--- src/rtl/nco_gen_pkg.sv ---
// nco_gen_pkg -- shared constants and types for the numerically controlled
// oscillator (nco_gen) and its quarter-wave sine table (nco_sin_lut).
//   NCO_W_PHASE : default phase accumulator / increment width
//   LUT_DEPTH   : quarter-wave table entries (64)
//   LUT_AMP     : table peak amplitude (127)
//   SIN_QTR     : LUT[k] = round(127*sin(2*pi*(k+0.5)/256)), k = 0..63
package nco_gen_pkg;

  localparam int NCO_W_PHASE = 16;
  localparam int LUT_DEPTH   = 64;
  localparam int LUT_AMP     = 127;
  localparam int LUT_AW      = 6;
  localparam int LUT_DW      = 8;
  localparam int PHASE_IDX_W = 8;

  // Half-sample offset keeps every entry in 2..127, so the mirrored and
  // negated waveform is symmetric and never reaches -128.
  localparam logic [LUT_DW-1:0] SIN_QTR [LUT_DEPTH] = '{
    8'd2,   8'd5,   8'd8,   8'd11,  8'd14,  8'd17,  8'd20,  8'd23,
    8'd26,  8'd29,  8'd32,  8'd35,  8'd38,  8'd41,  8'd44,  8'd47,
    8'd50,  8'd53,  8'd56,  8'd58,  8'd61,  8'd64,  8'd67,  8'd69,
    8'd72,  8'd74,  8'd77,  8'd79,  8'd82,  8'd84,  8'd86,  8'd89,
    8'd91,  8'd93,  8'd95,  8'd97,  8'd99,  8'd101, 8'd103, 8'd105,
    8'd106, 8'd108, 8'd110, 8'd111, 8'd113, 8'd114, 8'd115, 8'd117,
    8'd118, 8'd119, 8'd120, 8'd121, 8'd122, 8'd123, 8'd124, 8'd124,
    8'd125, 8'd125, 8'd126, 8'd126, 8'd127, 8'd127, 8'd127, LUT_DW'(LUT_AMP)
  };

  // Quadrant of the 8-bit phase index (top two bits).
  typedef enum logic [1:0] {
    QUAD_0 = 2'd0,
    QUAD_1 = 2'd1,
    QUAD_2 = 2'd2,
    QUAD_3 = 2'd3
  } quad_e;

endpackage

--- src/rtl/nco_gen_sin_lut.sv ---
// nco_sin_lut -- 64 x 8 quarter-wave sine ROM with a registered read.
// Ports:
//   clk    : clock
//   i_addr : table address (0..63)
//   o_data : LUT[i_addr], valid one cycle after the address is presented
// The data register carries no reset; downstream valid tracking makes its
// post-reset contents irrelevant.
module nco_sin_lut
  import nco_gen_pkg::*;
(
  input  logic              clk,
  input  logic [LUT_AW-1:0] i_addr,
  output logic [LUT_DW-1:0] o_data
);

  logic [LUT_DW-1:0] r_data;

  always_ff @(posedge clk) begin
    r_data <= SIN_QTR[i_addr];
  end

  assign o_data = r_data;

endmodule

--- src/rtl/nco_gen.sv ---
// nco_gen -- phase-accumulator NCO producing signed cos/sin samples through a
// 3-stage pipeline (S1 phase index, S2 table read + quadrant, S3 sign/mirror).
// Ports:
//   clk         : clock, rising edge
//   rst         : synchronous active-high reset
//   phase_inc_i : unsigned phase increment, captured when inc_load_i = 1
//   inc_load_i  : load phase_inc_i into the increment register
//   phase_clr_i : clear the accumulator (wins over accumulation)
//   enable_i    : request one sample this cycle
//   nco_cos     : signed cosine sample
//   nco_sin     : signed sine sample
//   valid_o     : nco_cos/nco_sin valid; enable_i delayed by 3 cycles
// Requires W_phase >= 8 and W_out >= 8.
module nco_gen
  import nco_gen_pkg::*;
#(
  parameter int W_phase = NCO_W_PHASE,
  parameter int W_out   = LUT_DW
) (
  input  logic                    clk,
  input  logic                    rst,
  input  logic [W_phase-1:0]      phase_inc_i,
  input  logic                    inc_load_i,
  input  logic                    phase_clr_i,
  input  logic                    enable_i,
  output logic signed [W_out-1:0] nco_cos,
  output logic signed [W_out-1:0] nco_sin,
  output logic                    valid_o
);

  logic [W_phase-1:0]     r_acc;
  logic [W_phase-1:0]     r_inc;
  logic [PHASE_IDX_W-1:0] r_p;
  logic                   r_v1;
  logic                   r_v2;
  logic                   r_v3;
  logic [PHASE_IDX_W-1:0] w_p_cur;

  assign w_p_cur = r_acc[W_phase-1 -: PHASE_IDX_W];

  // Accumulator and increment. A same-cycle load only affects later
  // accumulations, so a clear+enable restarts from the increment in force
  // before this cycle's load.
  always_ff @(posedge clk) begin
    if (rst) begin
      r_acc <= '0;
      r_inc <= '0;
    end else begin
      if (inc_load_i) begin
        r_inc <= phase_inc_i;
      end
      if (phase_clr_i) begin
        r_acc <= enable_i ? r_inc : '0;
      end else if (enable_i) begin
        r_acc <= r_acc + r_inc;
      end
    end
  end

  // S1: capture the phase index of the requested sample.
  always_ff @(posedge clk) begin
    if (rst) begin
      r_p  <= '0;
      r_v1 <= 1'b0;
    end else begin
      r_v1 <= enable_i;
      if (enable_i) begin
        r_p <= phase_clr_i ? '0 : w_p_cur;
      end
    end
  end

  // Valid tracking for S2 and S3.
  always_ff @(posedge clk) begin
    if (rst) begin
      r_v2 <= 1'b0;
      r_v3 <= 1'b0;
    end else begin
      r_v2 <= r_v1;
      r_v3 <= r_v2;
    end
  end

  // Channel 0 is sine at p, channel 1 is cosine evaluated as sine at p+64.
  logic signed [W_out-1:0] w_sample [2];

  for (genvar gi = 0; gi < 2; gi++) begin : g_ch
    logic [PHASE_IDX_W-1:0]  w_ph;
    quad_e                   w_quad;
    logic                    w_mirror;
    logic                    w_neg;
    logic [LUT_AW-1:0]       w_addr;
    logic [LUT_DW-1:0]       w_mag;
    logic                    r_neg;
    logic signed [W_out-1:0] r_out;

    assign w_ph     = r_p + PHASE_IDX_W'(gi * LUT_DEPTH);
    assign w_quad   = quad_e'(w_ph[PHASE_IDX_W-1 -: 2]);
    assign w_mirror = (w_quad == QUAD_1) || (w_quad == QUAD_3);
    assign w_neg    = (w_quad == QUAD_2) || (w_quad == QUAD_3);
    // 63 - a is the bitwise complement of a 6-bit address.
    assign w_addr   = w_mirror ? ~w_ph[LUT_AW-1:0] : w_ph[LUT_AW-1:0];

    // S2: registered table read; the sign travels alongside it.
    nco_sin_lut u_lut (
      .clk    (clk),
      .i_addr (w_addr),
      .o_data (w_mag)
    );

    always_ff @(posedge clk) begin
      r_neg <= w_neg;
    end

    // S3: apply sign; hold the last sample while no new one arrives.
    always_ff @(posedge clk) begin
      if (rst) begin
        r_out <= '0;
      end else if (r_v2) begin
        r_out <= r_neg ? -W_out'(w_mag) : W_out'(w_mag);
      end
    end

    assign w_sample[gi] = r_out;
  end

  assign nco_sin = w_sample[0];
  assign nco_cos = w_sample[1];
  assign valid_o = r_v3;

endmodule
--- config.mk ---
export PLATFORM = sky130hd
export DESIGN_NAME = nco_gen
export DESIGN_NICKNAME = d
export VERILOG_FILES = /design/src/rtl/nco_gen_pkg.sv /design/src/rtl/nco_gen_sin_lut.sv /design/src/rtl/nco_gen.sv
export SDC_FILE = /design/constraint.sdc
export NUM_CORES = 1
export LEC_CHECK = 0
export BUFFER_PORTS_ARGS = -buffer_cell sky130_fd_sc_hd__buf_2
export CORE_ASPECT_RATIO = 1.1
export CORE_MARGIN = 3
export CORE_UTILIZATION = 63
export CTS_BUF_LIST = sky130_fd_sc_hd__clkbuf_4 sky130_fd_sc_hd__clkbuf_8
export CTS_CLUSTER_SIZE = 20
export DETAILED_ROUTE_END_ITERATION = 8
export PLACE_DENSITY = 0.9
export RECOVER_POWER = 25
export SYNTH_ARGS = -nofsm -noshare
export SYNTH_HDL_FRONTEND = slang
export SYNTH_SLANG_ARGS = --single-unit
export TNS_END_PERCENT = 20
--- constraint.sdc ---
create_clock -name clk -period 2.7 [get_ports clk]
set_clock_uncertainty 0.15 [all_clocks]
set_input_delay 0.135 -clock clk [delete_from_list [all_inputs] [get_ports clk]]
set_output_delay 0.135 -clock clk [all_outputs]
set_load 0.02 [all_outputs]
==> qor.yml <==
dieArea_um2: 8850
path_class: "reg2reg"
synth_nets: 643
maxCapViolations: 0
grt_usage: 0.267
finalSetupTns_ns: 0
reg2reg_from: "r_inc[0]"
fmax_mhz: 394
place_inst: 707
slew_headroom: 0.282
clk_latency_ns: 0.35
nNetsFinal: 684
cts-buffers-inserted: 9
hold_class: "in2reg"
grt_remaining_overflow: 0
seqCellArea_um2: 1500
drcViolationCount: 0
gp_congestion: 0.936
syn_area_per_cell_um2: 8.31
clkTransAtPathRegs_ns: 0.08
ys.flop_type: "dfxtp_1"
yosysMostFrequentCell: "dfxtp_1"
ys_ff_latch: 75
synth.area.top_cells: "dfxtp_1 31%, ha_1 8.4%, mux2i_1 5.5%"
synth_mux_area_frac: 0.0676
ys_seq_area_frac: 0.307
multiInputGateArea_um2: 3080
synth_adder_area_share: 0.0886
syn_area_um2: 4890
synth_common_cells: "75 x dfxtp_1, 72 x nor2_1, 43 x o21ai_0, 42 x a21oi_1, 41 x nand2_1"
path_max_fanout: 3
slew_viol_final: 0
hold_end: "r_p[7]"
core-area_um2: 7510
io_buffers: 37
r2r_slack_ns: 0.16
hold_depth: 3
place_area_um2: 5110
clockBufferDepth: 2
cp-end-kind: "flop"
grt_pass1_wl_um: 19700
first_global_vias: 4428
crit_start: "r_inc[0]"
die_w_um: 90.0
diodes: 0
final_cells: 739
synth_edf_count: 0
drive_gt1_frac: 0.145
drt_iter0_drc: 311
yosysTopAreaCell: "dfxtp_1"
ir_drop_mv: 0.281
synthSimpleGateAreaFrac: 0.174
hpwl_um: 8220
stdcell_area_um2: 5480
status: "completed"
cts_root_buf: "clkbuf_8"
via_per_inst: 6.08
period_share: 0.940
routed_wirelength_um: 11500
p_leak_nw: 2.30
synth_cells: 588
synth_xor_area_frac: 0.0643
synth-compound-area-share: 0.237
final_core_util: 0.729
wl_per_cell_um: 15.6
yosysTopAreaCellShare: 0.307
grt_max_degree: 35
rows: 33
cts_tree: "done"
num_vias: 4496
yosysWarningCount: 0
final.min_clock_period_ns: 2.54
r2r_end: "r_acc[12]"
async_flop_share: 0
hold_viol: 0
antenna_left: 0
cts_sinks: 75
tightest_slew_ns: 1.08
power.density_nw_per_um2: 465
setup_viol: 0
antenna_found_initial: 0
start_kind: "flop"
rr_worst_depth: 8
initial_core_util: 0.650
die_h_um: 98.4
cp.required_ns: 2.76
n_fill_cell: 597
detailedRoute.firstPassIterationCount: 6
ys_types: 64
area_delta_synth_final_pct: 12.1
htree_levels: 3
num_io_pins: 38
holdCritStartpoint: "enable_i"
rsz0062_at_grt: "false"
synth_top_family_by_area: "compound AO/OA/AOI/OAI gates"
p_total_mw: 2.55
cp.arrival_ns: 2.59
[routing by layer]
| layer | part of all wire | global-route usage | vias to the layer above | routed length [um] |
|---|---|---|---|---|
| met3 | 0.041 | 0.0362 | 26 | 470 |
| met1 | 0.39 | 0.288 | 2117 | 4530 |
| met5 | 0 | 0 | - | 0 |
| met4 | 0.023 | 0.107 | 0 | 267 |
| met2 | 0.54 | 0.524 | 151 | 6250 |
| li1 | - | - | 2202 | - |
[critical path, cell delays in order (launching register included)]
cell       delay [ns]
dfxtp_1          0.33
ha_1             0.21
fa_1             0.41
a21o_1           0.23
a31o_2           0.26
a211oi_1         0.32
o311ai_0         0.19
o2111ai_1        0.12
o221ai_1         0.15
[worst max path at each step]
stage                      endpoint  depth (start not counted)  slack, ns
after detailed placement  r_acc[12]                          8       0.23
after CTS                 r_acc[12]                          8       0.20
after floorplan           r_acc[13]                          7       0.42
final                     r_acc[12]                          8       0.16
after global routing      r_acc[15]                          7       0.02
after global placement    r_acc[13]                          7       0.31
[area by class of cell]
cell class                 instances  area share
tap                              105      0.0240
inverter                          16      0.0110
multi-input combinational        454       0.563
sequential                        75       0.274
clock buffer                      10      0.0251
timing repair buffer              73      0.0898
clock inverter                     6      0.0133
[power breakdown]
part	switching (mW)	internal (mW)
logic	0.243	0.184
clock network	0.447	0.460
registers	0.0511	1.16
total	0.742	1.81
[what timing repair did]
| item | in CTS | in global routing |
|---|---|---|
| endpoints found under the setup margin | 0 | 0 |
| gates resized for setup | 0 | 0 |
| endpoints found under the hold margin | 16 | 0 |
| hold buffers | 16 | 0 |
| setup buffers | 0 | 0 |
[state kept, by name, indices dropped and copies added, names as in the netlist]
signal,flops
r_v2,1
g_ch.r_neg,2
g_ch.u_lut.o_data,14
r_inc,16
r_v1,1
r_p,8
nco_sin,8
valid_o,1
r_acc,16
nco_cos,8
[cells in the final DEF (no fill, tap or decap), types with 3 or more instances in the layout]
cell type,n
nand3_1,15
buf_4,19
clkbuf_8,10
nor3b_1,7
mux2i_1,27
a221oi_1,5
o221ai_1,6
a211oi_1,21
nand2_1,41
a21o_1,6
nor2_1,72
or2_2,3
buf_2,36
xor2_1,18
and3_1,4
dfxtp_1,75
inv_1,16
o21ai_0,43
clkinv_4,3
a21oi_1,42
ha_1,33
nand2b_1,9
nor2b_1,6
nand4_1,3
o211ai_1,4
o311ai_0,8
nor3_1,11
o31ai_1,4
dlygate4sd3_1,16
xnor2_1,11
a31oi_1,8
o22ai_1,7
[through the flow]
stage	hold slack, ns	setup WS, ns
6_report	0.0785	0.162
5_1_grt	0.105	0.0239
4_1_cts	0.0440	0.198
3_5_place_dp	0.228	0.226
3_3_place_gp	0.221	0.307
2_1_floorplan	0.0675	0.417
[kinds of logic (layout without fill, tap and decap cells)]
kind of cell	after synthesis	in the layout
compound gates	175	175
mux	31	31
xor+xnor	32	32
buf+inv	59	105
simple gates	182	182
fa+ha+maj	34	34
flops	75	75
(Power assumes the default switching activity.)
